## config.mk

```make
export PLATFORM = sky130hd
export DESIGN_NAME = fetch_decode_ctrl_flat
export DESIGN_NICKNAME = d
export VERILOG_FILES = /design/src/rtl/fetch_decode_ctrl_if.sv /design/src/rtl/fetch_decode_ctrl.sv /design/src/flat_wrapper.sv
export SDC_FILE = /design/constraint.sdc
export NUM_CORES = 1
export LEC_CHECK = 0
export CORE_MARGIN = 3
export CORE_UTILIZATION = 52
export CTS_CLUSTER_DIAMETER = 50
export CTS_CLUSTER_SIZE = 14
export DETAILED_ROUTE_END_ITERATION = 8
export MAX_ROUTING_LAYER = met4
export PLACE_DENSITY = 0.85
export REMOVE_ABC_BUFFERS = 1
export SYNTH_ARGS = -nofsm -noshare
export SYNTH_HDL_FRONTEND = slang
export SYNTH_SLANG_ARGS = --single-unit
```

## constraint.sdc

```tcl
create_clock -name CLK -period 2.6 [get_ports CLK]
set_input_delay 0.52 -clock CLK [delete_from_list [all_inputs] [get_ports CLK]]
set_output_delay 0.52 -clock CLK [all_outputs]
set_load 0.02 [all_outputs]
```

## src/rtl/fetch_decode_ctrl_if.sv

```systemverilog
// fetch_decode_ctrl_if
//   Bundles the signals between the fetch/decode controller, the external
//   instruction ROM and the register-file/ALU datapath.
//
//   master modport (controller side):
//     inputs : instr[15:0], stall, Zero
//     outputs: PC[PC_WIDTH-1:0], RA1/RA2/WA[3:0], immediate[7:0],
//              ALUControl[1:0], ALUSrc, write_enable, halted, retired[15:0]
//   slave modport (ROM/datapath side): same signals, opposite directions.
interface fetch_decode_ctrl_if #(
    parameter int PC_WIDTH = 8
);
    logic [15:0]         instr;
    logic                stall;
    logic                Zero;
    logic [PC_WIDTH-1:0] PC;
    logic [3:0]          RA1;
    logic [3:0]          RA2;
    logic [3:0]          WA;
    logic [7:0]          immediate;
    logic [1:0]          ALUControl;
    logic                ALUSrc;
    logic                write_enable;
    logic                halted;
    logic [15:0]         retired;

    modport master (
        input  instr, stall, Zero,
        output PC, RA1, RA2, WA, immediate, ALUControl, ALUSrc,
               write_enable, halted, retired
    );

    modport slave (
        output instr, stall, Zero,
        input  PC, RA1, RA2, WA, immediate, ALUControl, ALUSrc,
               write_enable, halted, retired
    );
endinterface

```

## src/rtl/fetch_decode_ctrl.sv

```systemverilog
// fetch_decode_ctrl
//   Two-cycle (FETCH, EXEC) sequencer in front of the register-file/ALU
//   datapath. Fetches a 16-bit word from a combinational ROM at PC, latches
//   it in IR, drives decoded datapath controls during EXEC, advances PC and
//   counts retired instructions (saturating). HALT opcode parks the block
//   until RESET.
//
//   Ports:
//     CLK    - clock, all state on the rising edge
//     RESET  - synchronous active-high reset
//     bus    - fetch_decode_ctrl_if.master (instr/stall/Zero in, PC,
//              register addresses, immediate, ALU controls, write_enable,
//              halted, retired out)
//
//   Build option: define FETCH_DECODE_BRANCH_EN to enable opcode 8 (BEQZ).
//   Without it opcode 8 is a NOP and Zero is ignored.
module fetch_decode_ctrl #(
    parameter int PC_WIDTH = 8
) (
    input  logic                  CLK,
    input  logic                  RESET,
    fetch_decode_ctrl_if.master   bus
);

    localparam logic [3:0] OP_ADD  = 4'd1;
    localparam logic [3:0] OP_SUB  = 4'd2;
    localparam logic [3:0] OP_AND  = 4'd3;
    localparam logic [3:0] OP_OR   = 4'd4;
    localparam logic [3:0] OP_ADDI = 4'd5;
    localparam logic [3:0] OP_SUBI = 4'd6;
    localparam logic [3:0] OP_BEQZ = 4'd8;
    localparam logic [3:0] OP_HALT = 4'd15;

    localparam logic [PC_WIDTH-1:0] PC_ONE = {{(PC_WIDTH-1){1'b0}}, 1'b1};

    typedef enum logic [1:0] {
        ST_FETCH = 2'd0,
        ST_EXEC  = 2'd1,
        ST_HALT  = 2'd2
    } state_t;

    typedef struct packed {
        logic [3:0] ra1;
        logic [3:0] ra2;
        logic [3:0] wa;
        logic [7:0] imm;
        logic [1:0] alu;
        logic       src;
        logic       we;
    } dec_t;

    state_t              state;
    logic [15:0]         ir;
    logic [PC_WIDTH-1:0] pc;
    logic [PC_WIDTH-1:0] next_pc;
    logic [15:0]         retired;
    logic                halted;
    dec_t                dec_q;

    // Retired counter sticks at all-ones instead of wrapping.
    function automatic logic [15:0] sat_inc16(input logic [15:0] v);
        return (v == 16'hFFFF) ? v : v + 16'd1;
    endfunction

    // PC + 1 + sign-extended 8-bit offset, modulo 2^PC_WIDTH.
    function automatic logic [PC_WIDTH-1:0] branch_target(
        input logic [PC_WIDTH-1:0] pc_v,
        input logic [7:0]          off
    );
        logic signed [31:0] off_s;
        logic [31:0]        sum;
        off_s = 32'(signed'(off));
        sum   = 32'(pc_v) + 32'd1 + off_s;
        return sum[PC_WIDTH-1:0];
    endfunction

    // Datapath controls for one instruction word; unknown opcodes give all zeros.
    function automatic dec_t decode(input logic [15:0] w);
        dec_t       d;
        logic [3:0] alu_full;
        d        = '0;
        alu_full = w[15:12] - 4'd1;
        case (w[15:12])
            OP_ADD, OP_SUB, OP_AND, OP_OR: begin
                d.wa  = w[11:8];
                d.ra1 = w[7:4];
                d.ra2 = w[3:0];
                d.alu = alu_full[1:0];
                d.we  = 1'b1;
            end
            OP_ADDI, OP_SUBI: begin
                d.wa  = w[11:8];
                d.ra1 = w[11:8];
                d.imm = w[7:0];
                d.src = 1'b1;
                d.alu = (w[15:12] == OP_SUBI) ? 2'b01 : 2'b00;
                d.we  = 1'b1;
            end
`ifdef FETCH_DECODE_BRANCH_EN
            OP_BEQZ: begin
                // Compare register d against zero via OR with immediate 0.
                d.ra1 = w[11:8];
                d.src = 1'b1;
                d.alu = 2'b11;
            end
`endif
            default: d = '0;
        endcase
        return d;
    endfunction

`ifdef FETCH_DECODE_BRANCH_EN
    always_comb begin
        next_pc = pc + PC_ONE;
        if (ir[15:12] == OP_BEQZ && bus.Zero)
            next_pc = branch_target(pc, ir[7:0]);
    end

    logic unused_ir;
    assign unused_ir = ^ir[11:8];
`else
    always_comb begin
        next_pc = pc + PC_ONE;
    end

    logic unused_ir;
    assign unused_ir = ^{ir[11:0], bus.Zero};
`endif

    // Decode is registered on the FETCH->EXEC edge so outputs are glitch-free
    // in EXEC and forced back to zero on the edge that leaves EXEC.
    always_ff @(posedge CLK) begin
        if (RESET) begin
            state   <= ST_FETCH;
            pc      <= '0;
            ir      <= '0;
            retired <= '0;
            halted  <= 1'b0;
            dec_q   <= '0;
        end else begin
            case (state)
                ST_FETCH: begin
                    if (!bus.stall) begin
                        ir    <= bus.instr;
                        dec_q <= decode(bus.instr);
                        state <= ST_EXEC;
                    end
                end
                ST_EXEC: begin
                    dec_q   <= '0;
                    retired <= sat_inc16(retired);
                    if (ir[15:12] == OP_HALT) begin
                        halted <= 1'b1;
                        state  <= ST_HALT;
                    end else begin
                        pc    <= next_pc;
                        state <= ST_FETCH;
                    end
                end
                ST_HALT: state <= ST_HALT;
                default: state <= ST_FETCH;
            endcase
        end
    end

    assign bus.PC           = pc;
    assign bus.RA1          = dec_q.ra1;
    assign bus.RA2          = dec_q.ra2;
    assign bus.WA           = dec_q.wa;
    assign bus.immediate    = dec_q.imm;
    assign bus.ALUControl   = dec_q.alu;
    assign bus.ALUSrc       = dec_q.src;
    // A write must never land in a cycle where RESET is high.
    assign bus.write_enable = dec_q.we & ~RESET;
    assign bus.halted       = halted;
    assign bus.retired      = retired;

endmodule

```

## src/flat_wrapper.sv

```systemverilog
// flat-port wrapper written by rule: the top's interface ports become plain ports
module fetch_decode_ctrl_flat 
#(
    parameter int PC_WIDTH = 8
)
  (CLK, RESET, bus_instr, bus_stall, bus_Zero, bus_PC, bus_RA1, bus_RA2, bus_WA, bus_immediate, bus_ALUControl, bus_ALUSrc, bus_write_enable, bus_halted, bus_retired);
  fetch_decode_ctrl_if #(.PC_WIDTH(PC_WIDTH)) bus_i ();
  input  logic CLK;
  input  logic RESET;
  input wire logic [$bits(bus_i.instr)-1:0] bus_instr;
  input wire logic [$bits(bus_i.stall)-1:0] bus_stall;
  input wire logic [$bits(bus_i.Zero)-1:0] bus_Zero;
  output wire logic [$bits(bus_i.PC)-1:0] bus_PC;
  output wire logic [$bits(bus_i.RA1)-1:0] bus_RA1;
  output wire logic [$bits(bus_i.RA2)-1:0] bus_RA2;
  output wire logic [$bits(bus_i.WA)-1:0] bus_WA;
  output wire logic [$bits(bus_i.immediate)-1:0] bus_immediate;
  output wire logic [$bits(bus_i.ALUControl)-1:0] bus_ALUControl;
  output wire logic [$bits(bus_i.ALUSrc)-1:0] bus_ALUSrc;
  output wire logic [$bits(bus_i.write_enable)-1:0] bus_write_enable;
  output wire logic [$bits(bus_i.halted)-1:0] bus_halted;
  output wire logic [$bits(bus_i.retired)-1:0] bus_retired;
  assign bus_i.instr = bus_instr;
  assign bus_i.stall = bus_stall;
  assign bus_i.Zero = bus_Zero;
  assign bus_PC = bus_i.PC;
  assign bus_RA1 = bus_i.RA1;
  assign bus_RA2 = bus_i.RA2;
  assign bus_WA = bus_i.WA;
  assign bus_immediate = bus_i.immediate;
  assign bus_ALUControl = bus_i.ALUControl;
  assign bus_ALUSrc = bus_i.ALUSrc;
  assign bus_write_enable = bus_i.write_enable;
  assign bus_halted = bus_i.halted;
  assign bus_retired = bus_i.retired;
  fetch_decode_ctrl #(.PC_WIDTH(PC_WIDTH)) u_core (.CLK(CLK), .RESET(RESET), .bus(bus_i));
endmodule
```

# Word level (Yosys, flattened, before mapping)
# Cells that the tools add are included.
totals:
  register_bits: 67
  in_bits: 20
op_classes:
  n_addsub: 3
  n_eq_ne: 11
  mux: 13
  bitwise: 5
  n_reduce_logical: 10
ops:
  columns: ["cell", "count"]
  rows:
  - ["one-hot mux 24 bit (2 select lines)", 1]
  - ["2-to-1 mux 24 bit", 1]
  - ["adder 16 x 1 -> 16 bit (second input constant)", 1]
  - ["== test 16 bit (second input constant)", 1]
  - ["== test 4 x 3 -> 1 bit (second input constant)", 3]
  - ["AND reduction 2 bit", 5]
  - ["adder 8 x 1 -> 8 bit (second input constant)", 1]
  - ["== test 4 x 2 -> 1 bit (second input constant)", 2]
  - ["2-to-1 mux 4 bit", 2]
  - ["2-to-1 mux 8 bit", 1]
  - ["one-hot mux 4 bit (2 select lines)", 1]
  - ["one-hot mux 2 bit (3 select lines)", 1]
  - ["OR reduction 6 bit", 1]
  - ["== test 4 x 1 -> 1 bit (second input constant)", 1]
  - ["== test 4 bit (second input constant)", 1]
  - ["2-to-1 mux 2 bit", 2]
  - ["inverter 1 bit", 4]
  - ["one-hot mux 2 bit (2 select lines)", 1]
  - ["OR reduction 4 bit", 1]
  - ["2-to-1 mux 1 bit", 3]
  - ["== test 2 x 1 -> 1 bit (second input constant)", 1]
  - ["== test 2 bit (second input constant)", 1]
  - ["logical NOT 2 bit", 1]
  - ["!= test 2 bit (second input constant)", 1]
  - ["4 further kinds", 4]

# Logic depth before layout (Yosys ltp)
# Gate-level depths: netlist (run 1).
depth:
  word_depth: 5
  depth_mapped: 7
  ltp_nobuf: 6

# Least setup slack after synthesis (run 1)
# No wires, ideal clock.
synth_timing:
  kind: "input -> register"
  startpoint: "input port bus_instr[12]"
  endpoint: "register u_core.dec_q, in the netlist u_core.bus.ALUControl[0]"
  setup_ns: 0.132
  t_arrival_ns: 1.774
  required_ns: 2.468
  path_slack_ns: 0.694
  cell_stages: 6
  path_cell_list: "inv_1 ha_1 nor4_1 nor3_1 a221oi_1 nor3_1"
synth_between:
  elab_chain_cells: 5
synth_rtl:
  columns: ["element", "line", "text"]
  rows:
  - ["start, declared", "flat_wrapper.sv:10", "input wire logic [$bits(bus_i.instr)-1:0] bus_instr;"]
  - ["== test 4 x 1 -> 1 bit (tied with other cells)", "fetch_decode_ctrl.sv:83", "case (w[15:12])"]
  - ["OR reduction 4 bit (tied with other cells)", "fetch_decode_ctrl.sv:83", null]
  - ["one-hot mux 2 bit (2 select lines) *", "fetch_decode_ctrl.sv:83", null]
  - ["2-to-1 mux 24 bit *", "fetch_decode_ctrl.sv:143", "if (!bus.stall) begin"]
  - ["one-hot mux 24 bit (2 select lines) *", "fetch_decode_ctrl.sv:141", "case (state)"]
  - ["end signal, assigned", "fetch_decode_ctrl.sv:145", "dec_q <= decode(bus.instr);"]
  - ["end, declared", "fetch_decode_ctrl.sv:58", "dec_t dec_q;"]
# Every way passes the cells marked *; elsewhere a longest branch is shown, timed or not. The select of a mux whose other input is x is not followed.
# A chain may end at the register's enable or synchronous reset.

# Worst setup path in the final report (run 1)
layout_timing:
  startpoint: "input port RESET"
  endpoint: "output port bus_write_enable"
layout_between:
  elab_chain_cells: 2
layout_rtl:
  columns: ["element", "line", "text"]
  rows:
  - ["start, declared", "flat_wrapper.sv:9", "input logic RESET;"]
  - ["inverter 1 bit", "fetch_decode_ctrl.sv:174", "assign bus.write_enable = dec_q.we & ~RESET;"]
  - ["AND 1 bit", "fetch_decode_ctrl.sv:174", null]
  - ["end, declared", "flat_wrapper.sv:20", "output wire logic [$bits(bus_i.write_enable)-1:0] bus_write_enable;"]
# Every way passes these cells.

==> results of run 1 <==
-- kinds of logic after synthesis --
| group | count (synthesis) | share of synthesized area, % |
|---|---|---|
| compound gates | 63 | 17.2 |
| xor+xnor | 8 | 2.73 |
| fa+ha+maj | 6 | 2.92 |
| buf+inv | 46 | 10.8 |
| flops | 55 | 42.9 |
| mux | 1 | 0.439 |
| simple gates | 103 | 23.1 |
-- cell type report --
cell class              count  area [um2]  area share [%]
clock buffers               6        82.6            2.54
clock inverters             2        35.0            1.08
inverters                   9        33.8            1.04
multi-input cells         181        1190            36.6
flip-flops and latches     55        1100            33.9
well taps                  65        81.3            2.50
repair buffers             74         723            22.3
-- worst max-delay path by stage --
stage	to	slack, ns	cells after the start	start
finish	bus_write_enable	0.15	3	RESET
global route	bus_write_enable	0.13	3	RESET
CTS	bus_write_enable	0.17	3	RESET
detailed placement	u_core.bus.RA1[0]$_SDFFE_PP0P_	0.06	5	RESET
global placement	u_core.bus.RA1[2]$_SDFFE_PP0P_	0.12	5	RESET
floorplan	u_core.bus.retired[3]$_SDFFE_PP0P_	0.67	4	u_core.bus.retired[8]$_SDFFE_PP0P_
-- per-stage QoR --
step                      setup WS, ns  hold slack, ns  std cells  utilization (%)
after global routing             0.128           0.502        392             71.1
after CTS                        0.172           0.465        392             71.1
after detailed placement        0.0623           0.442        384             68.6
after global placement           0.117           0.433        384             68.6
after floorplan                  0.672           0.439        245                -
final                            0.153           0.461        392             71.1
-- critical path, cell delays in order --
cell and delay, ns:
clkdlybuf4s50_1 0.51, nor2b_1 0.25, clkdlybuf4s50_1 0.65
-- report_power, final --
| group | internal [mW] | switching [mW] | leakage [nW] | total (mW) |
|---|---|---|---|---|
| combinational | 0.0758 | 0.0818 | 0.676 | 0.158 |
| clock | 0.312 | 0.265 | 0.0612 | 0.577 |
| sequential | 0.860 | 0.0148 | 0.445 | 0.874 |
| total | 1.25 | 0.362 | 1.18 | 1.61 |
-- cell usage in the layout, fill, tap and decap left out, drive strengths merged, types with 2 or more instances in the layout --
| master | instances |
|---|---|
| and4 | 3 |
| a41oi | 2 |
| xor2 | 4 |
| inv | 9 |
| nor2 | 15 |
| nand3 | 9 |
| nand4 | 8 |
| or3 | 8 |
| nand2 | 19 |
| a22o | 16 |
| or4 | 2 |
| clkdlybuf4s50 | 67 |
| o31ai | 2 |
| dfxtp | 55 |
| ha | 6 |
| and3 | 5 |
| nor4 | 8 |
| a21o | 3 |
| nand3b | 2 |
| o21ai | 10 |
| nor3b | 2 |
| nand2b | 2 |
| a211oi | 3 |
| a21oi | 18 |
| buf | 7 |
| clkbuf | 6 |
| nor4b | 2 |
| nor2b | 7 |
| nor3 | 9 |
| xnor2 | 4 |
| a222oi | 3 |
-- routing by layer --
metal	vias to the layer above	share of wire (%)
met5	-	0
met1	1058	44
met4	0	0.75
li1	1098	-
met3	6	4.9
met2	79	50
-- flip-flops by register name, indices dropped and copies added, names as in the netlist, 2 cells and up --
name	count
u_core.bus.RA2	4
u_core.ir	4
u_core.bus.retired	16
u_core.state	2
u_core.bus.RA1	4
u_core.bus.ALUControl	2
u_core.bus.immediate	8
u_core.bus.WA	4
u_core.bus.PC	8
==> results.json, run 1 <==
{
  "yosysTopAreaCellShare_pct": 42.9,
  "finalSetupViolCount": 0,
  "cts_sinks": 55,
  "reg2reg_slack_ns": 0.48,
  "ys_seq_area_share_pct": 42.9,
  "track_usage_pct": 21.2,
  "drv_cap": 0,
  "period_share_pct": 94.1,
  "ios": 69,
  "setup-tns-final_ns": 0,
  "synth-edff-count": 0,
  "ys_warn_count": 0,
  "antenna_left": 0,
  "hp-class": "register to register",
  "synth_area_um2": 2570,
  "synthCells": 282,
  "port_buffers": 67,
  "cp_max_fo": 4,
  "placed_area_um2": 3130,
  "drc": 0,
  "hold_path_depth": 1,
  "die_w_um": 76.3,
  "postCtsSetupRepairBufs": 0,
  "grtUsageMet2_pct": 36.0,
  "status": "complete, no violations",
  "hold_start": "u_core.bus.ALUSrc$_SDFFE_PP0P_",
  "fmax_ghz": 0.409,
  "end_kind": "primary output",
  "clockBufferDepth": 2,
  "die_y_um": 76.3,
  "area_growth_pct": 26.5,
  "cts_tree": "built",
  "grt_util_met1_pct": 25.1,
  "grt_max_degree": 26,
  "clk_root_buffer_cell": "clkbuf_8",
  "coreArea_um2": 4560,
  "ys_ff_latch": 55,
  "p_total_mw": 1.61,
  "dr.pass1.iters": 4,
  "met3_usage_pct": 4.14,
  "grt_pass1_vias": 2102,
  "drt_iter0_markers": 153,
  "rr_worst_depth": 4,
  "routed_via_density": 5.72,
  "ys_types": 47,
  "fin_crit_ns": 2.45,
  "overflow": 0,
  "start_kind": "input port",
  "tightest_slew_ns": 0.823,
  "numCtsBuffers": 5,
  "vias": 2241,
  "path_clk_slew_ns": 0.09,
  "antenna_found_initial": 0,
  "r2r_end": "u_core.bus.RA1[1]$_SDFFE_PP0P_",
  "gp_congestion": 0.898,
  "grt-busiest-layer": "met2",
  "worstSetupPathType": "input port to primary output",
  "synth_top_area_cell": "dfxtp_1",
  "die-area_um2": 5820,
  "fillers": 377,
  "synth_common_cells": "dfxtp_1, buf_4, nand2_1, a21oi_1, a22o_1",
  "htree_levels": 2,
  "async_flop_share_pct": 0,
  "rsz0062_at_grt": "false",
  "hold_viol_final": 0,
  "cts_resized": 0,
  "whs_endpoint": "u_core.bus.ALUSrc$_SDFFE_PP0P_",
  "arrival_ns": 1.93,
  "design_area_um2": 3250,
  "worstPathRequired_ns": 2.08,
  "power_density_nw_per_um2": 495,
  "ys.flop_type": "dfxtp_1",
  "peakVddDrop_mv": 0.400,
  "drt_wl_total_um": 5890,
  "start_util_pct": 56.2,
  "grt_pass1_wl_um": 9890,
  "skew_ns": 0.00322,
  "insertion_delay_ns": 0.30,
  "diodes": 0,
  "total_leakage_power_nw": 1.18,
  "r2r-start": "u_core.state[0]$_SDFFE_PP0P_",
  "layout-drive-gt1-share_pct": 6.42,
  "dp_hpwl_um": 4190,
  "synth.avg_cell_area_um2": 9.10,
  "nets": 352,
  "hold_buffers": 0,
  "ys_top_cells_by_area": "dfxtp_1, buf_4, a22o_1, a21oi_1, ha_1",
  "fp-row-count": 24,
  "wl_per_cell_um": 15.0,
  "drv_slew": 0,
  "yosysMostFrequentCell": "dfxtp_1",
  "slew_headroom_pct": 44.9
}
Note: power is estimated with default switching activity, not from simulation.
==> inputs of run 2 (changes only) <==
--- a/config.mk
+++ b/config.mk
@@ -6,12 +6,11 @@
 export NUM_CORES = 1
 export LEC_CHECK = 0
 export CORE_MARGIN = 3
-export CORE_UTILIZATION = 52
+export CORE_UTILIZATION = 29
 export CTS_CLUSTER_DIAMETER = 50
 export CTS_CLUSTER_SIZE = 14
 export DETAILED_ROUTE_END_ITERATION = 8
 export MAX_ROUTING_LAYER = met4
-export PLACE_DENSITY = 0.85
 export REMOVE_ABC_BUFFERS = 1
 export SYNTH_ARGS = -nofsm -noshare
 export SYNTH_HDL_FRONTEND = slang
==> run 2 against run 1 <==
  * Non-clock buffer count increased by 1
  * Sequential cell count did not move
  * Maximum frequency grew 0.30%
  * Sequential power about the same
  * Cell area increased by 1.6%
  * Critical path depth did not move
==> results.json, run 2 (synthesis gave the netlist of run 1 again) <==
{
  "design_area_um2": 3300,
  "hp-class": "register to register",
  "nets": 353,
  "status": "complete, no violations",
  "rsz0062_at_grt": "false",
  "diodes": 0,
  "fmax_ghz": 0.410,
  "placed_area_um2": 3200,
  "worstPathRequired_ns": 2.08,
  "start_kind": "input port",
  "vias": 2229,
  "seq_area_um2": 1100,
  "layout-drive-gt1-share_pct": 6.71,
  "final_cells": 433,
  "regMostFlops": "u_core.bus.retired",
  "antenna_found_initial": 0,
  "power_density_nw_per_um2": 464,
  "layout_common_cells": "clkdlybuf4s50_1, dfxtp_1, nand2_1",
  "drv_cap": 0,
  "dp_hpwl_um": 4500,
  "htree_levels": 2,
  "grt_max_degree": 35,
  "place_inst": 425,
  "ios": 69,
  "die-area_um2": 10000,
  "coreArea_um2": 8420,
  "area_growth_pct": 28.5,
  "grt_pass1_vias": 2123,
  "seqPwrFrac_pct": 57.1,
  "cts_tree": "built",
  "slew_headroom_pct": 58.5,
  "largest_register_ffs": 16,
  "hold_path_depth": 1,
  "fin_crit_ns": 2.44,
  "die_w_um": 100,
  "grt_pass1_wl_um": 10400,
  "rr_worst_depth": 4,
  "total_leakage_power_nw": 1.18,
  "hold_buffers": 0,
  "hold_start": "u_core.bus.ALUSrc$_SDFFE_PP0P_",
  "internal-power_mw": 1.16,
  "clk_root_buffer_cell": "clkbuf_8",
  "path_clk_slew_ns": 0.10,
  "cts_resized": 0,
  "max_stage_delay_ns": 0.66,
  "cts_sinks": 55,
  "port_buffers": 67,
  "dr.pass1.iters": 4,
  "preCtsSetupSlack_ns": 0.105,
  "layout_setup_ws_ns": 0.160,
  "pwr-share-clk_pct": 32.5,
  "period_share_pct": 93.8,
  "start_util_pct": 30.5,
  "multiInputGateArea_um2": 1190,
  "track_usage_pct": 12.9,
  "cp_common_cell": "clkdlybuf4s50_1",
  "cp_max_fo": 5,
  "switching_share_pct": 24.5,
  "reg2reg_slack_ns": 0.71,
  "path_buf_inv": 2,
  "worstSetupPathType": "input port to primary output",
  "gp_congestion": 0.798,
  "die_y_um": 100,
  "drv_slew": 0,
  "drt_iter0_markers": 94,
  "drc": 0,
  "hold_viol_final": 0,
  "tightest_slew_ns": 0.618,
  "switching_power_mw": 0.375,
  "fillers": 866,
  "routed_via_density": 5.15,
  "insertion_delay_ns": 0.31,
  "antenna_left": 0,
  "critPathSlowestCell": "clkdlybuf4s50_1",
  "setup-tns-final_ns": 0,
  "r2r-start": "u_core.state[0]$_SDFFE_PP0P_",
  "end_kind": "primary output",
  "clockBufferDepth": 2,
  "path_delay_family": "buffers and inverters",
  "r2r_end": "u_core.bus.retired[9]$_SDFFE_PP0P_",
  "path_cells": "clkdlybuf4s50_1 > nor2b_1 > clkdlybuf4s50_1",
  "whs_endpoint": "u_core.bus.ALUSrc$_SDFFE_PP0P_",
  "overflow": 0,
  "final_common_cell": "clkdlybuf4s50_1",
  "pwr-share-comb_pct": 10.4,
  "arrival_ns": 1.92,
  "drt_wl_total_um": 6120,
  "postCtsSetupRepairBufs": 0,
  "peakVddDrop_mv": 0.269,
  "finalSetupViolCount": 0,
  "wl_per_cell_um": 14.1,
  "skew_ns": 0.0140,
  "numCtsBuffers": 5,
  "fp-row-count": 33
}
[run 2: final cells by class]
| type | count | area share, % |
|---|---|---|
| tap | 105 | 3.98 |
| timing repair buffer | 75 | 22.5 |
| inverter | 9 | 1.02 |
| clock buffer | 7 | 2.62 |
| sequential | 55 | 33.4 |
| clock inverter | 1 | 0.266 |
| multi-input combinational | 181 | 36.2 |
[run 2: worst max-delay path by stage]
stage	startpoint	to	slack, ns	depth (start not counted)
2_1_floorplan	u_core.bus.retired[8]$_SDFFE_PP0P_	u_core.bus.retired[3]$_SDFFE_PP0P_	0.67	4
3_3_place_gp	RESET	bus_write_enable	0.15	3
3_5_place_dp	bus_instr[12]	u_core.bus.RA1[0]$_SDFFE_PP0P_	0.11	8
4_1_cts	RESET	bus_write_enable	0.13	3
5_1_grt	RESET	bus_write_enable	0.04	3
6_report	RESET	bus_write_enable	0.16	3
[run 2: metal layers]
| layer | GRT usage [%] | vias up | share of wire [%] |
|---|---|---|---|
| li1 | - | 1098 | - |
| met1 | 17.9 | 1055 | 48 |
| met2 | 19.9 | 70 | 46 |
| met3 | 2.29 | 6 | 4.9 |
| met4 | 2.80 | 0 | 0.61 |
| met5 | - | - | 0 |
[run 2: worst register-to-register path, cell delays in order (launching register included)]
cell	delay [ns]
dfxtp_1	0.52
and4b_1	0.43
nand2_1	0.16
nor4b_1	0.31
mux2_2	0.37
[run 2: power by group through the flow]
stage          clock [mW]  sequential (mW)  combinational, mW
2_1_floorplan           0            0.905             0.0523
3_3_place_gp            0            0.893              0.158
3_5_place_dp            0            0.893              0.160
4_1_cts             0.514            0.874              0.161
5_1_grt             0.559            0.877              0.174
6_report            0.498            0.874              0.159
[run 2: metrics by stage]
step	hold slack (ns)	util (%)	power, mW
2_1_floorplan	0.439	-	0.958
4_1_cts	0.471	39.2	1.55
3_3_place_gp	0.435	38.0	1.05
3_5_place_dp	0.444	38.0	1.05
6_report	0.469	39.2	1.53
5_1_grt	0.498	39.2	1.61
